File: src/rtl/riscv_if.sv
// Instruction-fetch stage of the 5-stage RISC-V pipeline.
// Owns the PC and issues pipelined word reads over a req/gnt/rvalid interface.
// Responses are buffered in a small in-order FIFO and fed to the IF/ID register.
// A credit rule guarantees a free FIFO slot for every in-flight response.
// Redirects flush the buffer and discard the responses still in flight.
module riscv_if #(
   parameter int unsigned          WORD_SIZE  = 32,
   parameter logic [WORD_SIZE-1:0] RESET_PC   = 32'h0000_0000,
   parameter int unsigned          FIFO_DEPTH = 2
) (
   input  logic                 clk_i,
   input  logic                 rst_ni,
   output logic                 imem_req_o,
   output logic [WORD_SIZE-1:0] imem_addr_o,
   input  logic                 imem_gnt_i,
   input  logic                 imem_rvalid_i,
   input  logic [WORD_SIZE-1:0] imem_rdata_i,
   input  logic                 stall_i,
   input  logic                 branch_taken_i,
   input  logic [WORD_SIZE-1:0] branch_target_i,
   output logic [WORD_SIZE-1:0] PC_ID_o,
   output logic [WORD_SIZE-1:0] instr_ID_o,
   output logic                 valid_ID_o
);

   localparam int unsigned          PTR_W   = $clog2(FIFO_DEPTH);
   localparam int unsigned          CNT_W   = PTR_W + 1;
   localparam int unsigned          SUM_W   = CNT_W + 1;
   localparam logic [WORD_SIZE-1:0] NOP     = WORD_SIZE'(32'h0000_0013);
   localparam logic [WORD_SIZE-1:0] PC_STEP = WORD_SIZE'(32'd4);

   // Fetch-side state: next fetch address and PC of the next live response
   logic [WORD_SIZE-1:0] pc_r;
   logic [WORD_SIZE-1:0] rsp_pc_r;
   // All in-flight requests (live and stale), and how many of them are stale
   logic [CNT_W-1:0]     out_cnt_r;
   logic [CNT_W-1:0]     disc_cnt_r;
   // Instruction buffer
   logic [CNT_W-1:0]     fifo_cnt_r;
   logic [PTR_W-1:0]     rd_ptr_r;
   logic [PTR_W-1:0]     wr_ptr_r;
   logic [WORD_SIZE-1:0] fifo_pc_r    [FIFO_DEPTH];
   logic [WORD_SIZE-1:0] fifo_instr_r [FIFO_DEPTH];
   // IF/ID pipeline register
   logic [WORD_SIZE-1:0] id_pc_r;
   logic [WORD_SIZE-1:0] id_instr_r;
   logic                 id_valid_r;

   logic                 pop_s;
   logic                 push_s;
   logic                 drop_s;
   logic                 req_s;
   logic                 grant_s;
   logic [SUM_W-1:0]     credit_s;
   logic [WORD_SIZE-1:0] target_s;
   logic                 unused_s;

   // Low target bits are ignored: redirects always land on a word boundary
   assign unused_s = ^branch_target_i[1:0];

   // Per-cycle decisions: pop, credit-limited request, accept or drop of a response
   always_comb begin
      target_s = {branch_target_i[WORD_SIZE-1:2], 2'b00};
      pop_s    = (fifo_cnt_r != {CNT_W{1'b0}}) && !stall_i && !branch_taken_i;
      credit_s = SUM_W'(out_cnt_r) + SUM_W'(fifo_cnt_r) - SUM_W'(pop_s);
      req_s    = rst_ni && !branch_taken_i && (credit_s < SUM_W'(FIFO_DEPTH));
      grant_s  = req_s && imem_gnt_i;
      push_s   = imem_rvalid_i && !branch_taken_i && (disc_cnt_r == {CNT_W{1'b0}});
      drop_s   = imem_rvalid_i && !branch_taken_i && (disc_cnt_r != {CNT_W{1'b0}});
   end

   // Fetch PC and response PC tracking; both restart at the target on redirect
   always_ff @(posedge clk_i or negedge rst_ni) begin
      if (!rst_ni) begin
         pc_r     <= RESET_PC;
         rsp_pc_r <= RESET_PC;
      end else if (branch_taken_i) begin
         pc_r     <= target_s;
         rsp_pc_r <= target_s;
      end else begin
         pc_r     <= grant_s ? (pc_r + PC_STEP) : pc_r;
         rsp_pc_r <= push_s ? (rsp_pc_r + PC_STEP) : rsp_pc_r;
      end
   end

   // In-flight and discard counters; on redirect everything still pending becomes stale
   always_ff @(posedge clk_i or negedge rst_ni) begin
      if (!rst_ni) begin
         out_cnt_r  <= {CNT_W{1'b0}};
         disc_cnt_r <= {CNT_W{1'b0}};
      end else if (branch_taken_i) begin
         out_cnt_r  <= out_cnt_r - CNT_W'(imem_rvalid_i);
         disc_cnt_r <= out_cnt_r - CNT_W'(imem_rvalid_i);
      end else begin
         out_cnt_r  <= out_cnt_r + CNT_W'(grant_s) - CNT_W'(imem_rvalid_i);
         disc_cnt_r <= disc_cnt_r - CNT_W'(drop_s);
      end
   end

   // Instruction buffer: in-order push of live responses, pop into IF/ID, flush on redirect
   always_ff @(posedge clk_i or negedge rst_ni) begin
      if (!rst_ni) begin
         fifo_cnt_r <= {CNT_W{1'b0}};
         rd_ptr_r   <= {PTR_W{1'b0}};
         wr_ptr_r   <= {PTR_W{1'b0}};
         for (int i = 0; i < FIFO_DEPTH; i++) begin
            fifo_pc_r[i]    <= {WORD_SIZE{1'b0}};
            fifo_instr_r[i] <= NOP;
         end
      end else if (branch_taken_i) begin
         fifo_cnt_r <= {CNT_W{1'b0}};
         rd_ptr_r   <= {PTR_W{1'b0}};
         wr_ptr_r   <= {PTR_W{1'b0}};
      end else begin
         if (push_s) begin
            fifo_pc_r[wr_ptr_r]    <= rsp_pc_r;
            fifo_instr_r[wr_ptr_r] <= imem_rdata_i;
            wr_ptr_r               <= wr_ptr_r + PTR_W'(1'b1);
         end else begin
            wr_ptr_r <= wr_ptr_r;
         end
         rd_ptr_r   <= pop_s ? (rd_ptr_r + PTR_W'(1'b1)) : rd_ptr_r;
         fifo_cnt_r <= fifo_cnt_r + CNT_W'(push_s) - CNT_W'(pop_s);
      end
   end

   // IF/ID register: redirect bubble, then stall hold, then load, else bubble
   always_ff @(posedge clk_i or negedge rst_ni) begin
      if (!rst_ni) begin
         id_pc_r    <= {WORD_SIZE{1'b0}};
         id_instr_r <= NOP;
         id_valid_r <= 1'b0;
      end else if (branch_taken_i) begin
         id_instr_r <= NOP;
         id_valid_r <= 1'b0;
      end else if (stall_i) begin
         id_pc_r    <= id_pc_r;
         id_instr_r <= id_instr_r;
         id_valid_r <= id_valid_r;
      end else if (pop_s) begin
         id_pc_r    <= fifo_pc_r[rd_ptr_r];
         id_instr_r <= fifo_instr_r[rd_ptr_r];
         id_valid_r <= 1'b1;
      end else begin
         id_instr_r <= NOP;
         id_valid_r <= 1'b0;
      end
   end

   assign imem_req_o  = req_s;
   assign imem_addr_o = pc_r;
   assign PC_ID_o     = id_pc_r;
   assign instr_ID_o  = id_instr_r;
   assign valid_ID_o  = id_valid_r;

endmodule

File: config.mk
export PLATFORM = sky130hd
export DESIGN_NAME = riscv_if
export DESIGN_NICKNAME = d
export VERILOG_FILES = /design/src/rtl/riscv_if.sv
export SDC_FILE = /design/constraint.sdc
export NUM_CORES = 1
export LEC_CHECK = 0
export BUFFER_PORTS_ARGS = -buffer_cell sky130_fd_sc_hd__buf_2
export CAP_MARGIN = 20
export CORE_MARGIN = 3
export CORE_UTILIZATION = 57
export DETAILED_ROUTE_END_ITERATION = 8
export PLACE_DENSITY = 0.91
export SYNTH_ARGS = -nofsm -noshare
export SYNTH_HDL_FRONTEND = slang
export SYNTH_SLANG_ARGS = --single-unit
File: constraint.sdc
create_clock -name clk_i -period 4.8 [get_ports clk_i]
set_input_delay 0.72 -clock clk_i [delete_from_list [all_inputs] [get_ports clk_i]]
set_output_delay 0.72 -clock clk_i [all_outputs]
set_load 0.05 [all_outputs]
==> impl_metrics.csv <==
group,metric,value,unit
place,dp.final_hpwl,17.47,mm
clocking,post_cts_buffers,0,
timing,clock.fmax,269.7,MHz
pwr,p_seq_frac,0.429,
setup_path,crit_required,4.08,ns
grt,grt_pass1_vias,8479,
pwr,switching_share,0.3492,
final_layout,nFillCells,1369,
grt,grt_pass1_wl,43.77,mm
yosys,synth-edff-count,0,
pwr,clkPwrFrac,0.283,
drt,wirelength,27.28,mm
timing,clock_skew,0.01263,ns
yosys,yosysSeqAreaShare,0.5609,
timing,rsz0062_at_grt,"no",
yosys,synth_ff_type,"dfrtp_1",
grt,antenna_found_initial,1,
pwr,p_leak,0.006158,uW
timing,finalCritPeriodShare,0.7724,
final_layout,syn_to_final_growth,17.38,%
clocking,clk_pin_slew,0.06,ns
timing,tightest_slew,0.9595,ns
timing,drv_slew,0,
setup_path,crit_path_start_kind,"flop",
floorplan,start_util,0.5837,
clocking,clock_sinks,255,
setup_path,max_stage_delay,0.40,ns
drt,viasPerCell,5.901,
clocking,cts-htree-levels,1,
floorplan,fp.dieArea,0.02173,mm2
pwr,p_int,5009,uW
pwr,p_switching,2687,uW
setup_path,path_cells,"o21bai_1, nand2b_2, inv_1, ha_1, nand2b_1, fa_1, xnor2_1, nor4bb_1, buf_2",
floorplan,rows,51,
clocking,cts_resized,0,
setup_path,crit_family,"adder cells",
clocking,ctsHoldBuffers,0,
final_layout,design_area,0.01338,mm2
drt,drt_iter0_drc,546,
timing,post-route-min-period,3.707,ns
floorplan,die_height,147.4,um
final_layout,layout_commonest_cell,"dfrtp_1",
final_layout,final_cell_mix,"dfrtp_1 (245), buf_2 (160), nand2_1 (136)",
yosys,synth_area_leaders,"dfrtp_1 (54%), mux2_2 (12%), mux2i_1 (5.8%), nand2_1 (4.5%), o21ai_0 (4.0%)",
clocking,cts_tree,"yes",
final_layout,fin_nets,1211,
setup_path,cp_max_fo,5,
setup_path,path_class,"flop to output port",
floorplan,coreArea,0.01953,mm2
timing,final_hold_viol_count,0,
timing,tns,0,ns
pwr,p_total,7696,uW
drt,vias,8356,
yosys,syn_inst,980,
drt,postRouteAntennaNets,0,
drt,dr.pass1.iters,5,
pwr,peakVddDrop,0.3021,mV
pwr,powerDensity,575.3,mW/mm2
grt,gr-total-overflow,0,
timing,slew_headroom,0.3603,
place,port_buffers,161,
yosys,avgSynthCellArea,11.63,um2
clocking,cts_buffer_depth,3,
yosys,synth_cell_types,53,
drt,drc,0,
drt,routedWlPerCell,19.26,um
setup_path,cp_slowest_cell,"dfrtp_1",
clocking,insertion_delay,0.53,ns
floorplan,die_x,147.4,um
clocking,root_buffer,"clkbuf_16",
place,gp_congestion,0.9017,
grt,track_usage,0.2490,
yosys,synth_top_cell_area_share,0.5401,
pwr,combinationalPowerShare,0.287,
grt,grt_max_degree,91,
place,placed_cell_area,0.01241,mm2
floorplan,ios,168,
setup_path,end_kind,"output port",
yosys,syn_area,0.01140,mm2
yosys,synth_top_cell_by_area,"dfrtp_1",
run,maxCapViolations,0,
clocking,cts_made_buffers,26,
worst_hold_path,hold_path_class,"input port to asynchronous set/reset pin",
setup_path,cp.arrival,2.99,ns
yosys,ys_ff_latch,255,
run_status,status,"finished, final reports clean",
yosys,yosys_warnings,0,
setup_path,path_buf_inv,2,
yosys,async_flop_share,1.000,
timing,finalSetupViolCount,0,
final_layout,drive_gt1_frac,0.3209,
## worst reg2reg max path, delay by kind of cell, from the launching register on
| kind | cells | cell delay [ns] |
|---|---|---|
| adders and majority gates | 4 | 1.26 |
| buffers and inverters | 5 | 0.66 |
| and+or+nand+nor | 4 | 0.53 |
| DFF | 1 | 0.40 |
| AOI/OAI and AO/OA | 2 | 0.38 |
| xor gates and xnor gates | 2 | 0.26 |
## layer usage
| layer | part of all wire | vias up | track usage |
|---|---|---|---|
| met1 | 0.43 | 4193 | 0.3497 |
| met5 | 0 | - | 0 |
| met2 | 0.48 | 327 | 0.4060 |
| li1 | - | 3781 | - |
| met4 | 0.027 | 0 | 0.08155 |
| met3 | 0.069 | 55 | 0.03648 |
## cells in the mapped netlist (all sizes together), types with 2 or more instances
master  instances
a21boi          2
a21o            2
a21oi           4
a31oi           4
and2            6
and3            8
buf            24
clkbuf         31
dfrtp         246
dfstp           9
ha             10
inv            14
mux2          125
mux2i          66
nand2         136
nand2b          3
nand3          38
nand4          23
nor2           32
nor2b           2
nor3            5
nor3b           2
nor4            7
o211ai         26
o21ai          90
o311ai         10
o31a            5
or2             2
or3             5
or4             2
xnor2          11
xor2           17
## power by group through the flow
stage | Combinational, uW | Sequential [uW] | Clock [uW]
floorplan | 1100 | 3780 | 0
global placement | 2110 | 3250 | 0
detailed placement | 2190 | 3320 | 0
CTS | 2220 | 3300 | 2210
global route | 2390 | 3390 | 2290
finish | 2210 | 3300 | 2180
## registers in the layout (all words and copies together) (netlist names)
| name | count |
|---|---|
| fifo_cnt_r | 2 |
| wr_ptr_r | 1 |
| PC_ID_o | 30 |
| valid_ID_o | 1 |
| rd_ptr_r | 1 |
| out_cnt_r | 2 |
| disc_cnt_r | 2 |
| fifo_pc_r | 60 |
| rsp_pc_r | 30 |
| fifo_instr_r | 64 |
| instr_ID_o | 32 |
| imem_addr_o | 30 |
## metrics by stage
stage | std cells | util | hold slack (ns) | worst slack [ns]
after floorplan | 983 | - | 0.4244 | 0.2788
after global placement | 1366 | 0.6354 | 0.4552 | 0.8580
after detailed placement | 1366 | 0.6354 | 0.4587 | 0.8023
after CTS | 1414 | 0.6836 | 0.01008 | 1.064
after global routing | 1416 | 0.6851 | 0.02218 | 0.9324
final | 1416 | 0.6851 | 0.02229 | 1.093
## layout make-up
cell class	instances	area, um2	area share
Sequential cell	255	6396	0.4781
Multi-Input combinational cell	659	4721	0.3529
Timing Repair Buffer	174	933.4	0.06977
Clock buffer	35	765.7	0.05724
Tap cell	265	331.6	0.02478
Clock inverter	13	175.2	0.01309
Inverter	14	52.55	0.003928
Antenna cell	1	2.502	0.0001871
## kinds of logic (layout without fill, tap and decap cells)
kind of cell / after synthesis / count (layout) / share of synthesized area
AND/OR/NAND/NOR: 276 / 276 / 0.1168
flip-flops: 255 / 255 / 0.5609
multiplexers: 191 / 191 / 0.1815
AO/OA/AOI/OAI: 149 / 149 / 0.07948
buffers and inverters: 69 / 236 / 0.02679
XOR/XNOR: 28 / 28 / 0.02152
adder cells (fa/ha/maj): 11 / 11 / 0.01273
other: 1 / 5 / 0.0003290
## path summary, 6_finish.rpt
| check | from | end | slack [ns] | depth (start not counted) |
|---|---|---|---|---|
| setup / recovery | fifo_cnt_r[1] | imem_req_o | 1.09 | 9 |
| hold / removal | rst_ni | instr_ID_o[21] | 0.02 | 1 |
| setup reg to reg | fifo_cnt_r[1] | out_cnt_r[1] | 1.23 | 17 |
| hold reg to reg | valid_ID_o | valid_ID_o | 0.47 | 2 |
| max in group asynchronous | rst_ni | disc_cnt_r[0] | 2.96 | 4 |
| min in group clk_i | imem_rdata_i[14] | fifo_instr_r[14] | 0.43 | 2 |
Note: power is estimated with default switching activity, not from simulation.
